<file path="src/rtl/booth_mult_arbiter_pkg.sv">
// Shared types and helpers for the round-robin Booth multiplier arbiter.
package booth_pkg;

  typedef enum logic [1:0] {
    IDLE,
    ITER,
    DONE
  } booth_state_e;

  // Returns the first set bit of valid at or above ptr, wrapping at n (n <= 8).
  // Falls back to ptr when nothing is set; callers must qualify with valid.
  function automatic logic [2:0] rr_pick(input logic [7:0] valid,
                                         input logic [2:0] ptr,
                                         input int unsigned n);
    logic [2:0]  pick;
    logic        found;
    int unsigned idx;
    pick  = ptr;
    found = 1'b0;
    for (int unsigned i = 0; i < 8; i++) begin
      idx = (32'(ptr) + i) % n;
      if (i < n && !found && valid[3'(idx)]) begin
        pick  = 3'(idx);
        found = 1'b1;
      end
    end
    return pick;
  endfunction

endpackage

</file>
<file path="src/rtl/booth_mult_arbiter_seq_core.sv">
// Sequential radix-2 Booth datapath: load latches operands, then one step per
// cycle until cnt reaches zero; p holds the signed product once done.
module booth_seq_core #(
  parameter int WIDTH = 4
) (
  input  logic               clk,
  input  logic               rst,
  input  logic               load,
  input  logic [WIDTH-1:0]   a,
  input  logic [WIDTH-1:0]   b,
  output logic               last,
  output logic [2*WIDTH-1:0] p
);

  localparam int CW = $clog2(WIDTH + 1);

  logic [WIDTH:0]   a_ext;
  logic [WIDTH:0]   acc;
  logic [WIDTH:0]   sum;
  logic [WIDTH-1:0] q;
  logic             b_n1;
  logic [CW-1:0]    cnt;

  // acc is one bit wider than the operands so that subtracting the most
  // negative multiplicand cannot overflow.
  always_comb begin
    sum = acc;
    case ({q[0], b_n1})
      2'b01:   sum = acc + a_ext;
      2'b10:   sum = acc - a_ext;
      default: sum = acc;
    endcase
  end

  always_ff @(posedge clk) begin
    if (rst) begin
      a_ext <= '0;
      acc   <= '0;
      q     <= '0;
      b_n1  <= 1'b0;
      cnt   <= '0;
    end else if (load) begin
      a_ext <= {a[WIDTH-1], a};
      acc   <= '0;
      q     <= b;
      b_n1  <= 1'b0;
      cnt   <= CW'(WIDTH);
    end else if (cnt != '0) begin
      acc   <= {sum[WIDTH], sum[WIDTH:1]};
      q     <= {sum[0], q[WIDTH-1:1]};
      b_n1  <= q[0];
      cnt   <= cnt - 1'b1;
    end
  end

  assign last = (cnt == CW'(1));
  assign p    = {acc[WIDTH-1:0], q};

endmodule

</file>
<file path="src/rtl/booth_mult_arbiter.sv">
// Round-robin arbiter sharing one sequential Booth multiplier among N_REQ
// requesters. Define BOOTH_ARB_STATS_EN to add the ops_done counter port.
module booth_mult_arbiter
  import booth_pkg::*;
#(
  parameter int N_REQ = 4,
  parameter int WIDTH = 4
) (
  input  logic                       clk,
  input  logic                       rst,
  input  logic [N_REQ-1:0]           req_valid,
  output logic [N_REQ-1:0]           req_ready,
  input  logic [N_REQ*WIDTH-1:0]     req_a,
  input  logic [N_REQ*WIDTH-1:0]     req_b,
  output logic                       rsp_valid,
  input  logic                       rsp_ready,
  output logic [$clog2(N_REQ)-1:0]   rsp_id,
  output logic [2*WIDTH-1:0]         rsp_p
`ifdef BOOTH_ARB_STATS_EN
  ,
  output logic [15:0]                ops_done
`endif
);

  localparam int IDW = $clog2(N_REQ);

  booth_state_e     state_q, state_d;
  logic [IDW-1:0]   rr_ptr;
  logic [IDW-1:0]   grant;
  logic [IDW-1:0]   next_ptr;
  logic [IDW-1:0]   id_q;
  logic [WIDTH-1:0] sel_a;
  logic [WIDTH-1:0] sel_b;
  logic             accept;
  logic             core_last;

  assign grant    = IDW'(rr_pick(8'(req_valid), 3'(rr_ptr), N_REQ));
  assign next_ptr = (grant == IDW'(N_REQ - 1)) ? '0 : grant + 1'b1;
  assign sel_a    = req_a[32'(grant)*WIDTH +: WIDTH];
  assign sel_b    = req_b[32'(grant)*WIDTH +: WIDTH];

  always_comb begin
    state_d   = state_q;
    req_ready = '0;
    accept    = 1'b0;
    rsp_valid = 1'b0;
    case (state_q)
      IDLE: begin
        if (req_valid[grant]) begin
          req_ready[grant] = 1'b1;
          accept           = 1'b1;
          state_d          = ITER;
        end
      end
      ITER: begin
        if (core_last) state_d = DONE;
      end
      DONE: begin
        rsp_valid = 1'b1;
        if (rsp_ready) state_d = IDLE;
      end
      default: state_d = IDLE;
    endcase
  end

  always_ff @(posedge clk) begin
    if (rst) begin
      state_q <= IDLE;
      rr_ptr  <= '0;
      id_q    <= '0;
    end else begin
      state_q <= state_d;
      if (accept) begin
        id_q   <= grant;
        rr_ptr <= next_ptr;
      end
    end
  end

  booth_seq_core #(
    .WIDTH (WIDTH)
  ) u_core (
    .clk  (clk),
    .rst  (rst),
    .load (accept),
    .a    (sel_a),
    .b    (sel_b),
    .last (core_last),
    .p    (rsp_p)
  );

  assign rsp_id = id_q;

`ifdef BOOTH_ARB_STATS_EN
  always_ff @(posedge clk) begin
    if (rst) begin
      ops_done <= '0;
    end else if (rsp_valid && rsp_ready && ops_done != 16'hFFFF) begin
      ops_done <= ops_done + 16'd1;
    end
  end
`endif

endmodule

</file>
<file path="config.mk">
export PLATFORM = sky130hd
export DESIGN_NAME = booth_mult_arbiter
export DESIGN_NICKNAME = d
export VERILOG_FILES = /design/src/rtl/booth_mult_arbiter_pkg.sv /design/src/rtl/booth_mult_arbiter_seq_core.sv /design/src/rtl/booth_mult_arbiter.sv
export SDC_FILE = /design/constraint.sdc
export NUM_CORES = 1
export LEC_CHECK = 0
export CAP_MARGIN = 10
export CORE_MARGIN = 3
export CORE_UTILIZATION = 50
export DETAILED_ROUTE_END_ITERATION = 7
export GPL_TIMING_DRIVEN = 0
export MAX_ROUTING_LAYER = met4
export PLACE_DENSITY = 0.85
export SYNTH_ARGS = -nofsm -noshare
export SYNTH_HDL_FRONTEND = slang
export SYNTH_HIERARCHICAL = 1
export SYNTH_SLANG_ARGS = --single-unit
</file>
<file path="constraint.sdc">
create_clock -name clk -period 3.55 [get_ports clk]
set_input_delay 0.355 -clock clk [delete_from_list [all_inputs] [get_ports clk]]
set_output_delay 0.355 -clock clk [all_outputs]
set_load 0.05 [all_outputs]
</file>
* After elaboration in Yosys (flattened, before gate mapping)
Index checks and enable logic that the tools add are counted.
** Operators by class
- Muxes and demuxes :: 33
- Shift operators :: 2
- Magnitude comparators :: 6
- Reduce and logical (&&, ||, !) cells :: 12
- Add/sub/neg operators :: 7
- Equality and inequality tests :: 9
** Operators with widths (count)
- 16-bit by 5-bit variable part select with 4-bit output :: 2
- 2-bit by 4-bit < comparator with 1-bit output (second input constant) :: 4
- 4-bit two-way mux :: 4
- 2-bit two-way mux :: 7
- 1-bit two-way mux :: 12
- 1-bit binary-select mux with 2-bit select :: 5
- 5-bit case mux with 2 select lines :: 1
- 2-bit == test (second input constant) :: 3
- 3-bit two-way mux :: 2
- 2-bit inequality test (second input constant) :: 3
- 2-bit case mux with 3 select lines :: 1
- 4-bit by 4-bit adder with 5-bit output :: 1
- 4-bit by 4-bit subtractor with 5-bit output :: 1
- 2-bit by 1-bit adder with 2-bit output (second input constant) :: 2
- 2-bit adder (second input constant) :: 2
- 2-bit by 1-bit == test with 1-bit output (second input constant) :: 2
- 1-bit logical AND :: 4
- 3-bit by 1-bit == test with 1-bit output (second input constant) :: 1
- 1-bit logical NOT :: 3
- 2-bit by 3-bit < comparator with 1-bit output (second input constant) :: 1
- 3-bit AND reduction :: 1
- 3-bit nonzero test :: 1
- 3-bit by 1-bit subtractor with 3-bit output (second input constant) :: 1
- 1-bit demux with 2-bit select :: 1
- 4 further kinds :: 4
** Word-level totals
- Output and inout port bits :: 15
- Bits in registers :: 22

* Logic depth before layout (Yosys ltp)
- Word-level depth :: 18
- Gate-level depth with buffers :: 10
- Gate-level depth less buffers :: 10

* By module
Netlist, hierarchy kept.
** By module, submodules not included
- booth_seq_core :: cells each 119, seq. area each 320.3 µm², area an instance 954.7 µm², times used 1
- booth_mult_arbiter :: cells each 111, seq. area each 120.1 µm², area an instance 739.5 µm², times used 1

* Worst setup path after synthesis
OpenSTA, ideal clock, no wires.
- Path type :: register -> register
- Start point :: register u_core.q[0]
- End point :: register u_core/acc[3] (netlist name)
- Data arrival time :: 2.610 ns
- Path slack :: 0.870 ns
- Period minus slack after synthesis :: 2.680 ns
- Stages on the path, launching flop included :: 9
- Path through :: dfxtp_1 -> ha_1 -> mux2_2 -> fa_1 -> nand2b_1 -> a21oi_2 -> xnor2_1 -> or4_1 -> a21oi_1
** On the way
- Longest elaborated chain between the ends :: 2
- Elaborated cells between the ends (all ways) :: 3
- Those cells by class :: 2 x eq/ne; 1 x mux
** RTL lines
- from (decl) :: RTL line booth_mult_arbiter_seq_core.sv:20 : logic [WIDTH-1:0] q;
- from (signal assigned) :: RTL line booth_mult_arbiter_seq_core.sv:50 : q <= {sum[0], q[WIDTH-1:1]};
- 2-bit == test / 2-bit by 1-bit == test with 1-bit output (equally long branches) :: RTL line booth_mult_arbiter_seq_core.sv:28 : case ({q[0], b_n1})
- 5-bit case mux with 2 select lines * :: RTL line booth_mult_arbiter_seq_core.sv:28
Every way passes the cells marked *; elsewhere a longest branch is shown, timed or not.
A chain may end at the register's enable or synchronous reset.

* Final worst setup path
- Start point :: input req_valid[0]
- End point :: output req_ready[0]
** On the way
- Longest elaborated chain between the ends :: 18
- Elaborated cells between the ends (all ways) :: 29
- Those cells by class :: 2 x order compare; 20 x mux; 7 x reduce/logical
** RTL lines
- from (decl) :: RTL line booth_mult_arbiter.sv:11 : input logic [N_REQ-1:0] req_valid,
- 1-bit binary-select mux with 2-bit select :: RTL line booth_mult_arbiter_pkg.sv:22 : if (i < n && !found && valid[3'(idx)]) begin
- 1-bit two-way mux (not written as such) :: RTL line booth_mult_arbiter_pkg.sv:22
- 1-bit two-way mux :: RTL line booth_mult_arbiter_pkg.sv:22
- 1-bit logical NOT :: RTL line booth_mult_arbiter_pkg.sv:22
- 1-bit logical AND :: RTL line booth_mult_arbiter_pkg.sv:22
- 1-bit two-way mux :: RTL line booth_mult_arbiter_pkg.sv:22
- 1-bit logical NOT :: RTL line booth_mult_arbiter_pkg.sv:22
- 1-bit logical AND :: RTL line booth_mult_arbiter_pkg.sv:22
- [... 2 more ...]
- 1-bit logical AND :: RTL line booth_mult_arbiter_pkg.sv:22
- 2-bit two-way mux :: RTL line booth_mult_arbiter_pkg.sv:22
- 2-bit by 3-bit < comparator with 1-bit output (not written as such) / 2-bit by 1-bit greater-or-equal comparator with 1-bit output (equally long branches) :: RTL line booth_mult_arbiter.sv:50 : req_ready[grant] = 1'b1;
- 1-bit logical AND (not written as such) :: RTL line booth_mult_arbiter.sv:50
- 1-bit two-way mux (not written as such) :: RTL line booth_mult_arbiter.sv:50
- 1-bit demux with 2-bit select :: RTL line booth_mult_arbiter.sv:50
- 4-bit two-way mux * :: RTL line booth_mult_arbiter.sv:49 : if (req_valid[grant]) begin
- 4-bit two-way mux * :: RTL line booth_mult_arbiter.sv:47 : case (state_q)
- to (decl) :: RTL line booth_mult_arbiter.sv:12 : output logic [N_REQ-1:0] req_ready,
Every way passes the cells marked *; elsewhere a longest branch is shown, timed or not. The select of a mux whose other input is x is not followed.

==> flow_metrics.py <==
metrics = {
    "worst_setup_path": {
        "crit_slowest_cell": "clkdlybuf4s50_1",
        "reg2reg_depth": 9,
        "cp_common_cell": "clkdlybuf4s50_1",
        "required_ps": 3190,
        "critPathLaunch": "req_valid[0]",
        "r2r_slack_ps": 1030,
        "path_cells": "clkdlybuf4s50_1, nor2b_1, a21oi_1, o221ai_4, buf_2, ha_1, and2_1, clkdlybuf4s50_1",
        "r2r-end": "u_core/acc[3]",
        "worstPathArrival_ps": 3000,
        "max_stage_delay_ps": 800,
        "worstReg2RegStart": "u_core/a_ext[0]",
        "cp_max_fo": 11,
        "critPathKind": "input pin to output port",
        "start_kind": "input pin",
        "crit_path_end_kind": "output port",
    },
    "final_layout": {
        "final_cell_mix": "50 x clkdlybuf4s50_1, 39 x nand2_1, 29 x a21oi_1, 28 x nor2_1, 22 x dfxtp_1",
        "drive_gt1_frac": 0.06294,
        "fin_nets": 340,
        "num_antenna_cells": 0,
        "area_delta_synth_final_pct": 38.04,
        "instances_no_fill": 330,
        "layout_commonest_cell": "clkdlybuf4s50_1",
    },
    "pwr": {
        "p_leak_nw": 0.9644,
        "seqPwrFrac": 0.280,
        "p_int_uw": 654.1,
        "pwr-share-comb": 0.544,
        "switching_share": 0.4176,
        "power_frac_clock": 0.176,
        "powerDensity_mw_per_mm2": 480.3,
        "p_sw_uw": 469.1,
        "power_mw": 1.123,
        "peakVddDrop_v": 0.0004088,
    },
    "floorplan": {
        "die-width_um": 64.21,
        "num_rows": 20,
        "core_mm2": 0.003153,
        "ios": 54,
        "dieArea_mm2": 0.004123,
        "initial_core_util": 0.5373,
        "die_h_um": 64.21,
    },
    "timing": {
        "slew_headroom": 0.4663,
        "final.setup.tns_ps": 0,
        "rsz0062_at_grt": "no",
        "finalCritPeriodShare": 0.9437,
        "hold_violations": 0,
        "hold_slack_ps": 471.2,
        "finalClockSkew_ps": 3.454,
        "final_max_slew_viol_count": 0,
        "setup_viol": 0,
        "worstMarginPinSlew_ps": 796.2,
        "period_needed_ps": 3350,
        "fmax_mhz": 298.5,
    },
    "clock_network": {
        "clk_pin_slew_ps": 130,
        "clk_path_buf_depth": 2,
        "clk_latency_ps": 320,
        "ctsHoldBuffers": 0,
        "clockRootBuffer": "clkbuf_4",
        "cts_setup_buffers": 0,
        "clock-sinks": 22,
        "ctsResizeCount": 0,
        "h-tree-depth": 1,
        "cts_tree": "done",
        "tritoncts.num_buffers": 3,
    },
    "worst_hold_path": {
        "hp-class": "register to register",
        "worstHoldPathCells": 2,
        "hold_start": "u_core/b_n1",
        "min_to": "u_core/b_n1",
    },
    "detailed_routing": {
        "vias_per_cell": 5.279,
        "dr.pass1.iters": 4,
        "remaining_drc_errors": 0,
        "vias": 1742,
        "drt_iter0_markers": 72,
        "wirelength_um": 4347,
        "ant_nets": 0,
        "avgRoutedWirePerCell_um": 13.17,
    },
    "logic_synthesis": {
        "postSynthCellCount": 230,
        "syn_nets": 283,
        "synth-seq-area-share": 0.2600,
        "post_synth.cell_area_avg_um2": 7.366,
        "synth_warnings": 6,
        "netlist_area_mm2": 0.001694,
        "ys_seq_elements": 22,
        "synth_cell_types": 44,
    },
    "placement": {
        "gp_congestion": 0.8218,
        "portBuffers": 52,
        "dp_hpwl_um": 3283,
        "placed_cells": 326,
    },
    "global_routing": {
        "grt_max_degree": 15,
        "grtUsageTotal": 0.2278,
        "grt_pass1_wl_um": 7452,
        "grt-ovfl-total": 0,
        "grt_pass1_vias": 1668,
        "antenna_found_initial": 0,
    },
    "flow_run": {
        "drv_cap": 0,
    },
    "outcome": {
        "outcome": "complete, no violations",
    },
}
==> through the flow <==
| stage | setup WS, ps | cell area [um^2] | util |
|---|---|---|---|
| global placement | 102.3 | 2270 | 0.7198 |
| global route | 29.61 | 2338 | 0.7417 |
| CTS | 88.02 | 2322 | 0.7365 |
| detailed placement | 95.70 | 2270 | 0.7198 |
| finish | 199.9 | 2338 | 0.7417 |
| floorplan | 869.6 | 1694 | - |
==> registers in the layout, indices dropped and copies added, names as in the netlist <==
name and flops:
rr_ptr 2, rsp_id 2, state_q 2, u_core/a_ext 4, u_core/acc 4, u_core/b_n1 1
u_core/cnt 3, u_core/q 4
==> layout make-up <==
type	count	area, um^2
multi-input combinational	178	1135
inverter	18	67.56
sequential	22	440.4
clock buffer	3	22.52
tap	44	55.05
buffer	12	62.56
clock inverter	1	30.03
fill	263	814.5
timing repair buffer	52	525.5
==> critical path: cells and delay by family <==
kind	cells	cell delay, ps
adders and majority gates	1	170
and+or+nand+nor	2	300
buffers and inverters	3	1720
AOI/OAI and AO/OA	2	430
==> how the worst max path moves through the flow <==
| stage | cells past startpoint | slack [ps] | end |
|---|---|---|---|
| 5_1_grt | 8 | 30 | req_ready[0] |
| 2_1_floorplan | 8 | 870 | u_core/acc[3] |
| 4_1_cts | 8 | 90 | req_ready[2] |
| 3_5_place_dp | 8 | 100 | req_ready[2] |
| 6_report | 8 | 200 | req_ready[0] |
| 3_3_place_gp | 8 | 100 | req_ready[2] |
==> layer usage <==
layer  track usage  routed length, um
met1        0.2824               1920
met4       0.03430                 42
met5             -                  0
met2        0.3910               2209
met3       0.04394                174
==> Yosys cell counts, drive strengths merged <==
library cell	n	area share
o31ai	1	0.0044
xnor2	4	0.021
mux2i	5	0.030
nor2	28	0.062
clkinv	1	0.0022
a21boi	1	0.0044
o2111ai	1	0.0052
fa	1	0.012
maj3	1	0.0059
nand3b	1	0.0044
a211oi	6	0.027
clkbuf	4	0.0089
nor4	2	0.011
and2	5	0.018
nand2b	5	0.018
dfxtp	22	0.26
a2111oi	1	0.0089
buf	8	0.028
nor3	3	0.012
or3	1	0.0037
nor2b	6	0.022
nand2	39	0.086
ha	13	0.096
xor2	2	0.010
o21a	1	0.0044
inv	17	0.038
and3b	1	0.0052
a21o	1	0.0044
o221ai	1	0.0089
mux2	2	0.013
nor3b	1	0.0044
a32oi	8	0.041
or2	1	0.0037
o21ai	3	0.0089
a21oi	31	0.096
o211a	1	0.0059
or4	1	0.0044
==> kinds of logic (layout without fill, tap and decap cells) <==
group / Yosys count / in the layout / share of synthesized area
simple gates: 94 / 94 / 0.2563
compound gates: 56 / 56 / 0.2194
buf+inv: 30 / 86 / 0.07680
flops: 22 / 22 / 0.2600
fa+ha+maj: 15 / 15 / 0.1137
mux: 7 / 7 / 0.04284
xor+xnor: 6 / 6 / 0.03102
==> power by group through the flow <==
stage                     Clock (mW)  Combinational [mW]  Sequential, mW
final                          0.198               0.611           0.314
after global routing           0.213               0.679           0.320
after CTS                      0.199               0.607           0.314
after detailed placement           0               0.599           0.319
after global placement             0               0.588           0.317
after floorplan                    0               0.390           0.360
Note: power is estimated with default switching activity, not from simulation.
